**config.mk**
```make
export PLATFORM = sky130hd
export DESIGN_NAME = demux1_5_buf
export DESIGN_NICKNAME = d
export VERILOG_FILES = /design/src/rtl/demux1_5_buf.sv
export SDC_FILE = /design/constraint.sdc
export NUM_CORES = 1
export LEC_CHECK = 0
export BUFFER_PORTS_ARGS = -buffer_cell sky130_fd_sc_hd__buf_2
export CAP_MARGIN = 5
export CORE_MARGIN = 4
export CORE_UTILIZATION = 45
export DETAILED_ROUTE_END_ITERATION = 10
export PLACE_DENSITY = 0.89
export SYNTH_ARGS = -nofsm -noshare
export SYNTH_HDL_FRONTEND = slang
export SYNTH_SLANG_ARGS = --single-unit
```
**constraint.sdc**
```tcl
create_clock -name clk -period 1.9 [get_ports clk]
set_input_delay 0.095 -clock clk [delete_from_list [all_inputs] [get_ports clk]]
set_output_delay 0.095 -clock clk [all_outputs]
set_load 0.005 [all_outputs]
```
**src/rtl/demux1_5_buf.sv**
```systemverilog
// ---------------------------------------------------------------------------
// demux1_5_buf
//
// One-to-five demultiplexer with a one-entry register per output channel.
// An accepted input word is steered to the channel named by sel and held
// there, with a valid flag, until that channel's consumer takes it.
// Words sent to a non-existent channel (sel = 5..7) are accepted and
// discarded. A saturating counter records how many were discarded.
//
// Ports:
//   clk        rising-edge clock for all state
//   rst        synchronous active-high reset
//   in_data    word to be routed (SZE bits)
//   in_valid   in_data and sel are valid this cycle
//   sel        destination channel, 0..4 valid, 5..7 discarded
//   in_ready   block accepts the word this cycle (combinational)
//   out0..4    registered channel data
//   outbar0..4 bitwise complement of out0..4
//   out_valid  bit i set: channel i holds an undelivered word
//   out_ready  bit i set: channel i consumer takes the word this cycle
//   drop_cnt   saturating count of words discarded for an invalid sel
// ---------------------------------------------------------------------------
module demux1_5_buf #(
    parameter int SZE = 4
) (
    input  logic           clk,
    input  logic           rst,
    input  logic [SZE-1:0] in_data,
    input  logic           in_valid,
    input  logic [2:0]     sel,
    output logic           in_ready,
    output logic [SZE-1:0] out0,
    output logic [SZE-1:0] out1,
    output logic [SZE-1:0] out2,
    output logic [SZE-1:0] out3,
    output logic [SZE-1:0] out4,
    output logic [SZE-1:0] outbar0,
    output logic [SZE-1:0] outbar1,
    output logic [SZE-1:0] outbar2,
    output logic [SZE-1:0] outbar3,
    output logic [SZE-1:0] outbar4,
    output logic [4:0]     out_valid,
    input  logic [4:0]     out_ready,
    output logic [7:0]     drop_cnt
);

    logic [SZE-1:0] data_q [5];
    logic [4:0]     valid_q;
    logic [7:0]     drop_q;

    logic           sel_ok;
    logic [4:0]     sel_hot;
    logic           accept;
    logic [4:0]     load;
    logic           drop;

    // NOTE: every signal written here gets a default first, so no path
    // leaves it unassigned and no latch is inferred.
    always_comb begin
        sel_ok  = (sel <= 3'd4);
        sel_hot = 5'd0;
        for (int i = 0; i < 5; i++) begin
            if (sel == 3'(i)) begin
                sel_hot[i] = 1'b1;
            end
        end

        // Ready depends only on the selected channel's register state and
        // its consumer, never on in_valid. Invalid selects are always
        // accepted so they can be counted and discarded.
        in_ready = 1'b1;
        if (sel_ok) begin
            in_ready = |(sel_hot & (~valid_q | out_ready));
        end

        accept = in_valid & in_ready;
        load   = accept ? sel_hot : 5'd0;
        drop   = accept & ~sel_ok;
    end

    // NOTE: all sequential state uses non-blocking assignments so every
    // register samples the pre-edge values regardless of statement order.
    always_ff @(posedge clk) begin
        if (rst) begin
            // The data registers are cleared too: outputs must read zero
            // (and outbar all ones) straight after reset.
            for (int i = 0; i < 5; i++) begin
                data_q[i] <= '0;
            end
            valid_q <= 5'd0;
            drop_q  <= 8'd0;
        end else begin
            // A drain clears the flag unless the same edge reloads it.
            // out_ready on an empty channel clears an already-clear bit.
            valid_q <= load | (valid_q & ~out_ready);

            // Data is only ever written on a load; a drain leaves it as is.
            for (int i = 0; i < 5; i++) begin
                if (load[i]) begin
                    data_q[i] <= in_data;
                end
            end

            if (drop && (drop_q != 8'hFF)) begin
                drop_q <= drop_q + 8'd1;
            end
        end
    end

    assign out0 = data_q[0];
    assign out1 = data_q[1];
    assign out2 = data_q[2];
    assign out3 = data_q[3];
    assign out4 = data_q[4];

    assign outbar0 = ~data_q[0];
    assign outbar1 = ~data_q[1];
    assign outbar2 = ~data_q[2];
    assign outbar3 = ~data_q[3];
    assign outbar4 = ~data_q[4];

    assign out_valid = valid_q;
    assign drop_cnt  = drop_q;

endmodule

```
==> results of run 1 <==
[per-stage QoR]
step                setup WS [ns]  power, mW  cell area (um^2)
floorplan                   0.483      0.916              1460
global route              0.00396       1.40              1880
global placement            0.365       1.01              1830
finish                      0.203       1.34              1880
detailed placement          0.274       1.01              1830
CTS                         0.128       1.35              1870
[timing repair]
action | 4_1_cts | 5_1_grt
endpoints found under the setup margin | 0 | 1
resized for setup | 0 | 1
setup buffers | 0 | 0
[worst min-delay path by stage]
stage                             from           end  slack [ns]  cells past startpoint
after floorplan               in_valid  out_valid[4]        0.26                      2
after CTS                 out_ready[1]  out_valid[1]        0.04                      3
after detailed placement  out_ready[1]  out_valid[1]        0.40                      3
after global routing      out_ready[1]  out_valid[1]        0.06                      3
after global placement    out_ready[1]  out_valid[1]        0.38                      3
final                     out_ready[1]  out_valid[1]        0.06                      3
[final cells by class]
class                   count  area [um^2]  share of cell area
flip-flops and latches     33          861               0.458
multi-input cells          75          487               0.259
repair buffers             68          340               0.181
inverters                  24         90.1              0.0480
well taps                  44         55.1              0.0293
clock buffers               6         41.3              0.0220
clock inverters             1         3.75             0.00200
[layout by cell type (no fill, tap or decap), types with 2 or more instances in the layout]
| cell type | Yosys | layout |
|---|---|---|
| inv_1 | 24 | 24 |
| nor2_1 | 13 | 13 |
| nor2b_1 | 2 | 2 |
| o21ai_1 | 2 | 2 |
| dfxtp_1 | 13 | 13 |
| xnor2_1 | 2 | 2 |
| o211ai_1 | 2 | 2 |
| or4_1 | 2 | 2 |
| a21oi_1 | 6 | 6 |
| buf_2 | 0 | 68 |
| clkbuf_4 | 0 | 5 |
| nand2b_1 | 6 | 6 |
| xor2_1 | 3 | 3 |
| o21bai_1 | 2 | 2 |
| o21ai_0 | 2 | 2 |
| edfxtp_1 | 20 | 20 |
| nand4_1 | 2 | 2 |
| nand3_1 | 11 | 11 |
| nand2_1 | 3 | 3 |
[cell families (layout without fill, tap and decap cells)]
kind of cell	after synthesis	in the layout	share of synthesized area
xor+xnor	5	5	0.0299
buf+inv	29	99	0.0846
simple gates	44	44	0.159
flops	33	33	0.588
compound gates	24	24	0.123
fa+ha+maj	1	1	0.00855
mux	1	1	0.00684
[worst register-to-register path, delay by kind of cell (launching register included)]
kind | cells | cell delay [ns]
simple gates | 2 | 0.33
flops | 1 | 0.33
compound gates | 2 | 0.68
[metal layers]
layer | vias to the layer above | track usage
li1 | 614 | -
met1 | 560 | 0.167
met2 | 85 | 0.269
met3 | 4 | 0.0745
met4 | 0 | 0.0570
met5 | - | 0
[where the power goes]
part	switching, mW	internal (mW)	leakage (nW)	total, mW
Sequential	0.0198	0.800	0.299	0.820
Combinational	0.0940	0.0807	0.568	0.175
Clock	0.207	0.134	0.0258	0.341
[sequential cells by signal (all words and copies together) (netlist names)]
| register | flops |
|---|---|
| data_q | 20 |
| out_valid | 5 |
| drop_cnt | 8 |
==> reports/metrics.yaml, run 1 <==
status:
  outcome: "completed"
layout:
  drive_gt1_frac: 0.382
  utilization: 0.610
  n_fill_cell: 279
  instances_no_fill: 251
  diodes: 0
  syn2layout_area_growth_pct: 28.3
  finalNetCount: 223
drt:
  highest_layer: "met4"
  wl_met3_um: 483
  wl_met2_um: 1420
  final_antenna_net_count: 0
  drc_errors: 0
  routedWlPerCell_um: 12.9
  wl_met1_um: 1310
  drt-initial-drc-count: 50
  vias: 1263
  avgViaCountPerCell: 5.03
  routed_wl_um: 3250
  dr.pass1.iters: 4
die:
  die-height_um: 65.0
  start_util: 0.476
  num_rows: 20
  core_um2: 3080
  fp.dieW_um: 65.0
  design.die.area_um2: 4230
  io_pins: 69
synthesis:
  yosys_warnings: 0
  synth_flop_cell: "edfxtp_1"
  synth_edf_count: 20
  netlist.area_leader.share: 0.410
  synthTopCellsByArea: "edfxtp_1 (41%), dfxtp_1 (18%), inv_1 (6.2%)"
  synthCells: 137
  synth_nets: 153
  synth_area_per_cell_um2: 10.7
  synth_top_area_cell: "edfxtp_1"
  synth_commonest_cells: "inv_1 (24), edfxtp_1 (20), dfxtp_1 (13), nor2_1 (13), nand3_1 (11)"
  synth_area_um2: 1460
  synthArstFlopShare: 0
  synth.distinct_cells: 38
  synth_seq_cells: 33
  synth.most_common_cell: "inv_1"
  ys_seq_area_frac: 0.588
timing:
  fmax_ghz: 0.589
  min_period_ns: 1.70
  maxSlewViolCount: 0
  whs_ns: 0.0643
  finalHoldViolCount: 0
  setup_viol: 0
  slew-limit-headroom: 0.717
  finClkSkew_ns: 0.00573
  worst_slew_pin_slew_ns: 0.420
  min_period_over_period: 0.893
  tns_ns: 0
  rsz0062_at_grt: "no"
cts:
  cts_tree: "done"
  cts_buffer_depth: 2
  insertion_delay_ns: 0.32
  cts.sinks: 33
  cts_buffers: 5
  clkTransAtPathRegs_ns: 0.09
  cts_hold_buf: 0
  cts-root-buf: "clkbuf_4"
  htreeDepth: 2
critical_path:
  r2r_start: "out_valid[1]"
  worstSetupEndpoint: "in_ready"
  r2r_cells: 4
  worst_r2r_endpoint: "data_q[0][8]"
  cp-start-kind: "flip-flop"
  reg2reg_slack_ns: 0.23
  endpoint_kind: "output port"
  crit_buf_inv: 2
  critPathLaunch: "out_valid[2]"
  cpMaxStageDelayCell: "dfxtp_1"
  arrival_ns: 1.60
  cpLargestDelayFamily: "compound AO/OA/AOI/OAI gates"
  crit_required_ns: 1.80
  slowest_delay_ns: 0.33
  criticalPathCategory: "reg -> out"
  critPathMaxFanout: 5
  crit_cells: 5
  path_cells: "nand2b_1 -> a211o_1 -> a32oi_2 -> inv_1 -> buf_2"
power_and_ir_drop:
  p_leak_nw: 0.893
  cellPowerDensity_nw_per_um2: 711
  vdd_drop_max_mv: 0.500
place:
  dp_cells: 244
  place_congestion: 0.815
  portBuffers: 68
  dp_hpwl_um: 2560
job:
  max_cap_violations: 0
global_routing:
  grt_pass1_wl_um: 5090
  grt_antenna_before_repair: 0
  grt_start_max_net_pins: 21
  grt_pass1_vias: 1179
  grt_usage: 0.157
  overflow: 0
hold_path:
  min_path_type: "in -> reg"
(Power assumes the default switching activity.)
==> run 2: changes to the inputs <==
--- a/config.mk
+++ b/config.mk
@@ -10,7 +10,7 @@
 export CORE_MARGIN = 4
 export CORE_UTILIZATION = 45
 export DETAILED_ROUTE_END_ITERATION = 10
-export PLACE_DENSITY = 0.89
+export PLACE_DENSITY = 0.78
 export SYNTH_ARGS = -nofsm -noshare
 export SYNTH_HDL_FRONTEND = slang
 export SYNTH_SLANG_ARGS = --single-unit
==> constraint.sdc (replaced) <==
create_clock -name clk -period 1.9 [get_ports clk]
set_input_delay 0 -clock clk [delete_from_list [all_inputs] [get_ports clk]]
set_output_delay 0 -clock clk [all_outputs]
set_load 0.005 [all_outputs]
==> reports/metrics.yaml, run 2 (synthesis gave the netlist of run 1 again) <==
critical_path:
  crit_required_ns: 1.90  # was 1.80 ns
  slowest_delay_ns: 0.53  # was 0.33 ns
  cpMaxStageDelayCell: "dlygate4sd3_1"  # was dfxtp_1
  endpoint_kind: "output port"  # unchanged
  critPathMaxFanout: 5  # unchanged
  arrival_ns: 1.69  # was 1.60 ns
  crit_top_cell: "buf_2"
  cp-start-kind: "input port"  # was flip-flop
  path_cells: "dlygate4sd3_1 -> buf_2 -> nand2b_1 -> a211o_1 -> a32oi_1 -> inv_1 -> buf_2"  # was nand2b_1 -> a211o_1 -> a32oi_2 -> inv_1 -> buf_2
  criticalPathCategory: "in -> out"  # was reg -> out
  reg2reg_slack_ns: 0.30  # was 0.23 ns
drt:
  routed_wl_um: 3240  # was 3250 um
  final_antenna_net_count: 0  # unchanged
  vias: 1256  # was 1263
  drc_errors: 0  # unchanged
  routedWlPerCell_um: 12.6  # was 12.9 um
  dr.pass1.iters: 4  # unchanged
  avgViaCountPerCell: 4.87  # was 5.03
  drt-initial-drc-count: 54  # was 50
layout:
  regMostFlops: "data_q"  # unchanged
  diodes: 0  # unchanged
  mostFrequentLayoutCell: "buf_2"  # unchanged
  register_area_um2: 861  # unchanged
  drive_gt1_frac: 0.379  # was 0.382
  finalNetCount: 229  # was 223
  syn2layout_area_growth_pct: 32.1  # was 28.3%
  final_cell_mix: "buf_2 (68), inv_1 (24), edfxtp_1 (20)"  # unchanged
  largest_reg_flops: 20  # unchanged
  multi_input_area_um2: 479  # was 487 um^2
  n_fill_cell: 269  # was 279
place:
  place_congestion: 0.847  # was 0.815
  portBuffers: 68  # unchanged
  dp_hpwl_um: 2550  # was 2560 um
timing:
  finClkSkew_ns: 0.00653  # was 0.00573 ns
  min_period_ns: 1.69  # was 1.70 ns
  rsz0062_at_grt: "no"  # unchanged
  min_period_over_period: 0.888  # was 0.893
  whs_ns: 0.0162  # was 0.0643 ns
  slew-limit-headroom: 0.716  # was 0.717
  worst_slew_pin_slew_ns: 0.422  # was 0.420 ns
  maxSlewViolCount: 0  # unchanged
  fmax_ghz: 0.593  # was 0.589 GHz
  setup_viol: 0  # unchanged
  finalHoldViolCount: 0  # unchanged
  tns_ns: 0  # unchanged
cts:
  insertion_delay_ns: 0.32  # about the same
  cts-resized-gates: 0  # unchanged
  cts_tree: "done"  # unchanged
  clkTransAtPathRegs_ns: 0.09  # about the same
  cts_buffer_depth: 2  # unchanged
  htreeDepth: 2  # unchanged
  cts_buffers: 5  # unchanged
  cts.sinks: 33  # unchanged
  cts_setup_buffers: 0  # unchanged
  cts-root-buf: "clkbuf_4"  # unchanged
power_and_ir_drop:
  cellPowerDensity_nw_per_um2: 703  # was 711 nW/um^2
  p_clk_frac: 0.264  # was 0.255
  p_leak_nw: 0.927  # was 0.893 nW
  p_total_mw: 1.36  # was 1.34 mW
  vdd_drop_max_mv: 0.478  # was 0.500 mV
  switchingPower_uw: 332  # was 320 uW
  p_sw_frac: 0.244  # was 0.240
  p_int_mw: 1.03  # was 1.02 mW
  pwr-share-seq: 0.603  # was 0.614
  pwr-share-comb: 0.133  # was 0.131
global_routing:
  grt_start_max_net_pins: 21  # unchanged
  overflow: 0  # unchanged
  grt_antenna_before_repair: 0  # unchanged
  grt_pass1_wl_um: 4950  # was 5090 um
  grt_pass1_vias: 1136  # was 1179
  grt_usage: 0.153  # was 0.157
die:
  io_pins: 69  # unchanged
  die-height_um: 65.0  # unchanged
  num_rows: 20  # unchanged
  core_um2: 3080  # unchanged
  fp.dieW_um: 65.0  # unchanged
  design.die.area_um2: 4230  # unchanged
  start_util: 0.476  # unchanged
status:
  outcome: "completed"  # unchanged
job:
  max_cap_violations: 0  # unchanged
hold_path:
  min_path_type: "in -> reg"  # unchanged
==> run 2: cell types whose count changed in the layout (fill, tap and decap cells not counted), sizes merged <==
cell / change
dlygate4sd3: +5
buf: +1
clkinv: +1
==> run 2: layout make-up <==
type | instances | area share
Timing Repair Buffer | 74 | 0.206
Inverter | 24 | 0.0466
Clock inverter | 2 | 0.00517
Sequential cell | 33 | 0.445
Tap cell | 44 | 0.0285
Clock buffer | 6 | 0.0213
Multi-Input combinational cell | 75 | 0.248
==> run 2: worst max-delay path: cells and delay by family <==
kind / cells / cell delay [ns]
AO/OA/AOI/OAI: 2 / 0.70
buffers and inverters: 4 / 0.86
AND/OR/NAND/NOR: 1 / 0.14
==> run 2: timing repair <==
item | CTS | global route
endpoints found under the hold margin | 4 | 0
hold buffers | 5 | 0
setup endpoints to repair | 0 | 0
==> run 2: power groups by stage <==
stage / sequential, mW / combinational (mW) / clock [mW]
5_1_grt: 0.827 / 0.203 / 0.398
2_1_floorplan: 0.841 / 0.0752 / 0
4_1_cts: 0.821 / 0.183 / 0.373
3_5_place_dp: 0.837 / 0.176 / 0
6_report: 0.820 / 0.181 / 0.359
3_3_place_gp: 0.837 / 0.173 / 0
==> run 2: path summary, 6_finish.rpt <==
kind,startpoint,endpoint,cells after the start
max,out_ready[2],in_ready,7
min,out_ready[3],out_valid[3],3
max reg2reg,out_valid[1],data_q[0][5],4
min reg2reg,out_valid[1],out_valid[1],2
==> run 2: metrics by stage <==
| stage | instance area, um^2 | util | worst slack (ns) | instances |
|---|---|---|---|---|
| 6_report | 1930 | 0.628 | 0.214 | 258 |
| 2_1_floorplan | 1460 | - | 0.483 | 137 |
| 4_1_cts | 1930 | 0.628 | 0.194 | 258 |
| 5_1_grt | 1930 | 0.628 | 0.0688 | 258 |
| 3_3_place_gp | 1830 | 0.596 | 0.362 | 245 |
| 3_5_place_dp | 1830 | 0.596 | 0.301 | 245 |
==> run 2: layer usage <==
metal / wire length [um] / vias up / global-route usage
met5: 0 / - / 0
met4: 72 / 0 / 0.0648
met3: 393 / 7 / 0.0641
met2: 1440 / 70 / 0.259
met1: 1330 / 550 / 0.168
li1: - / 629 / -
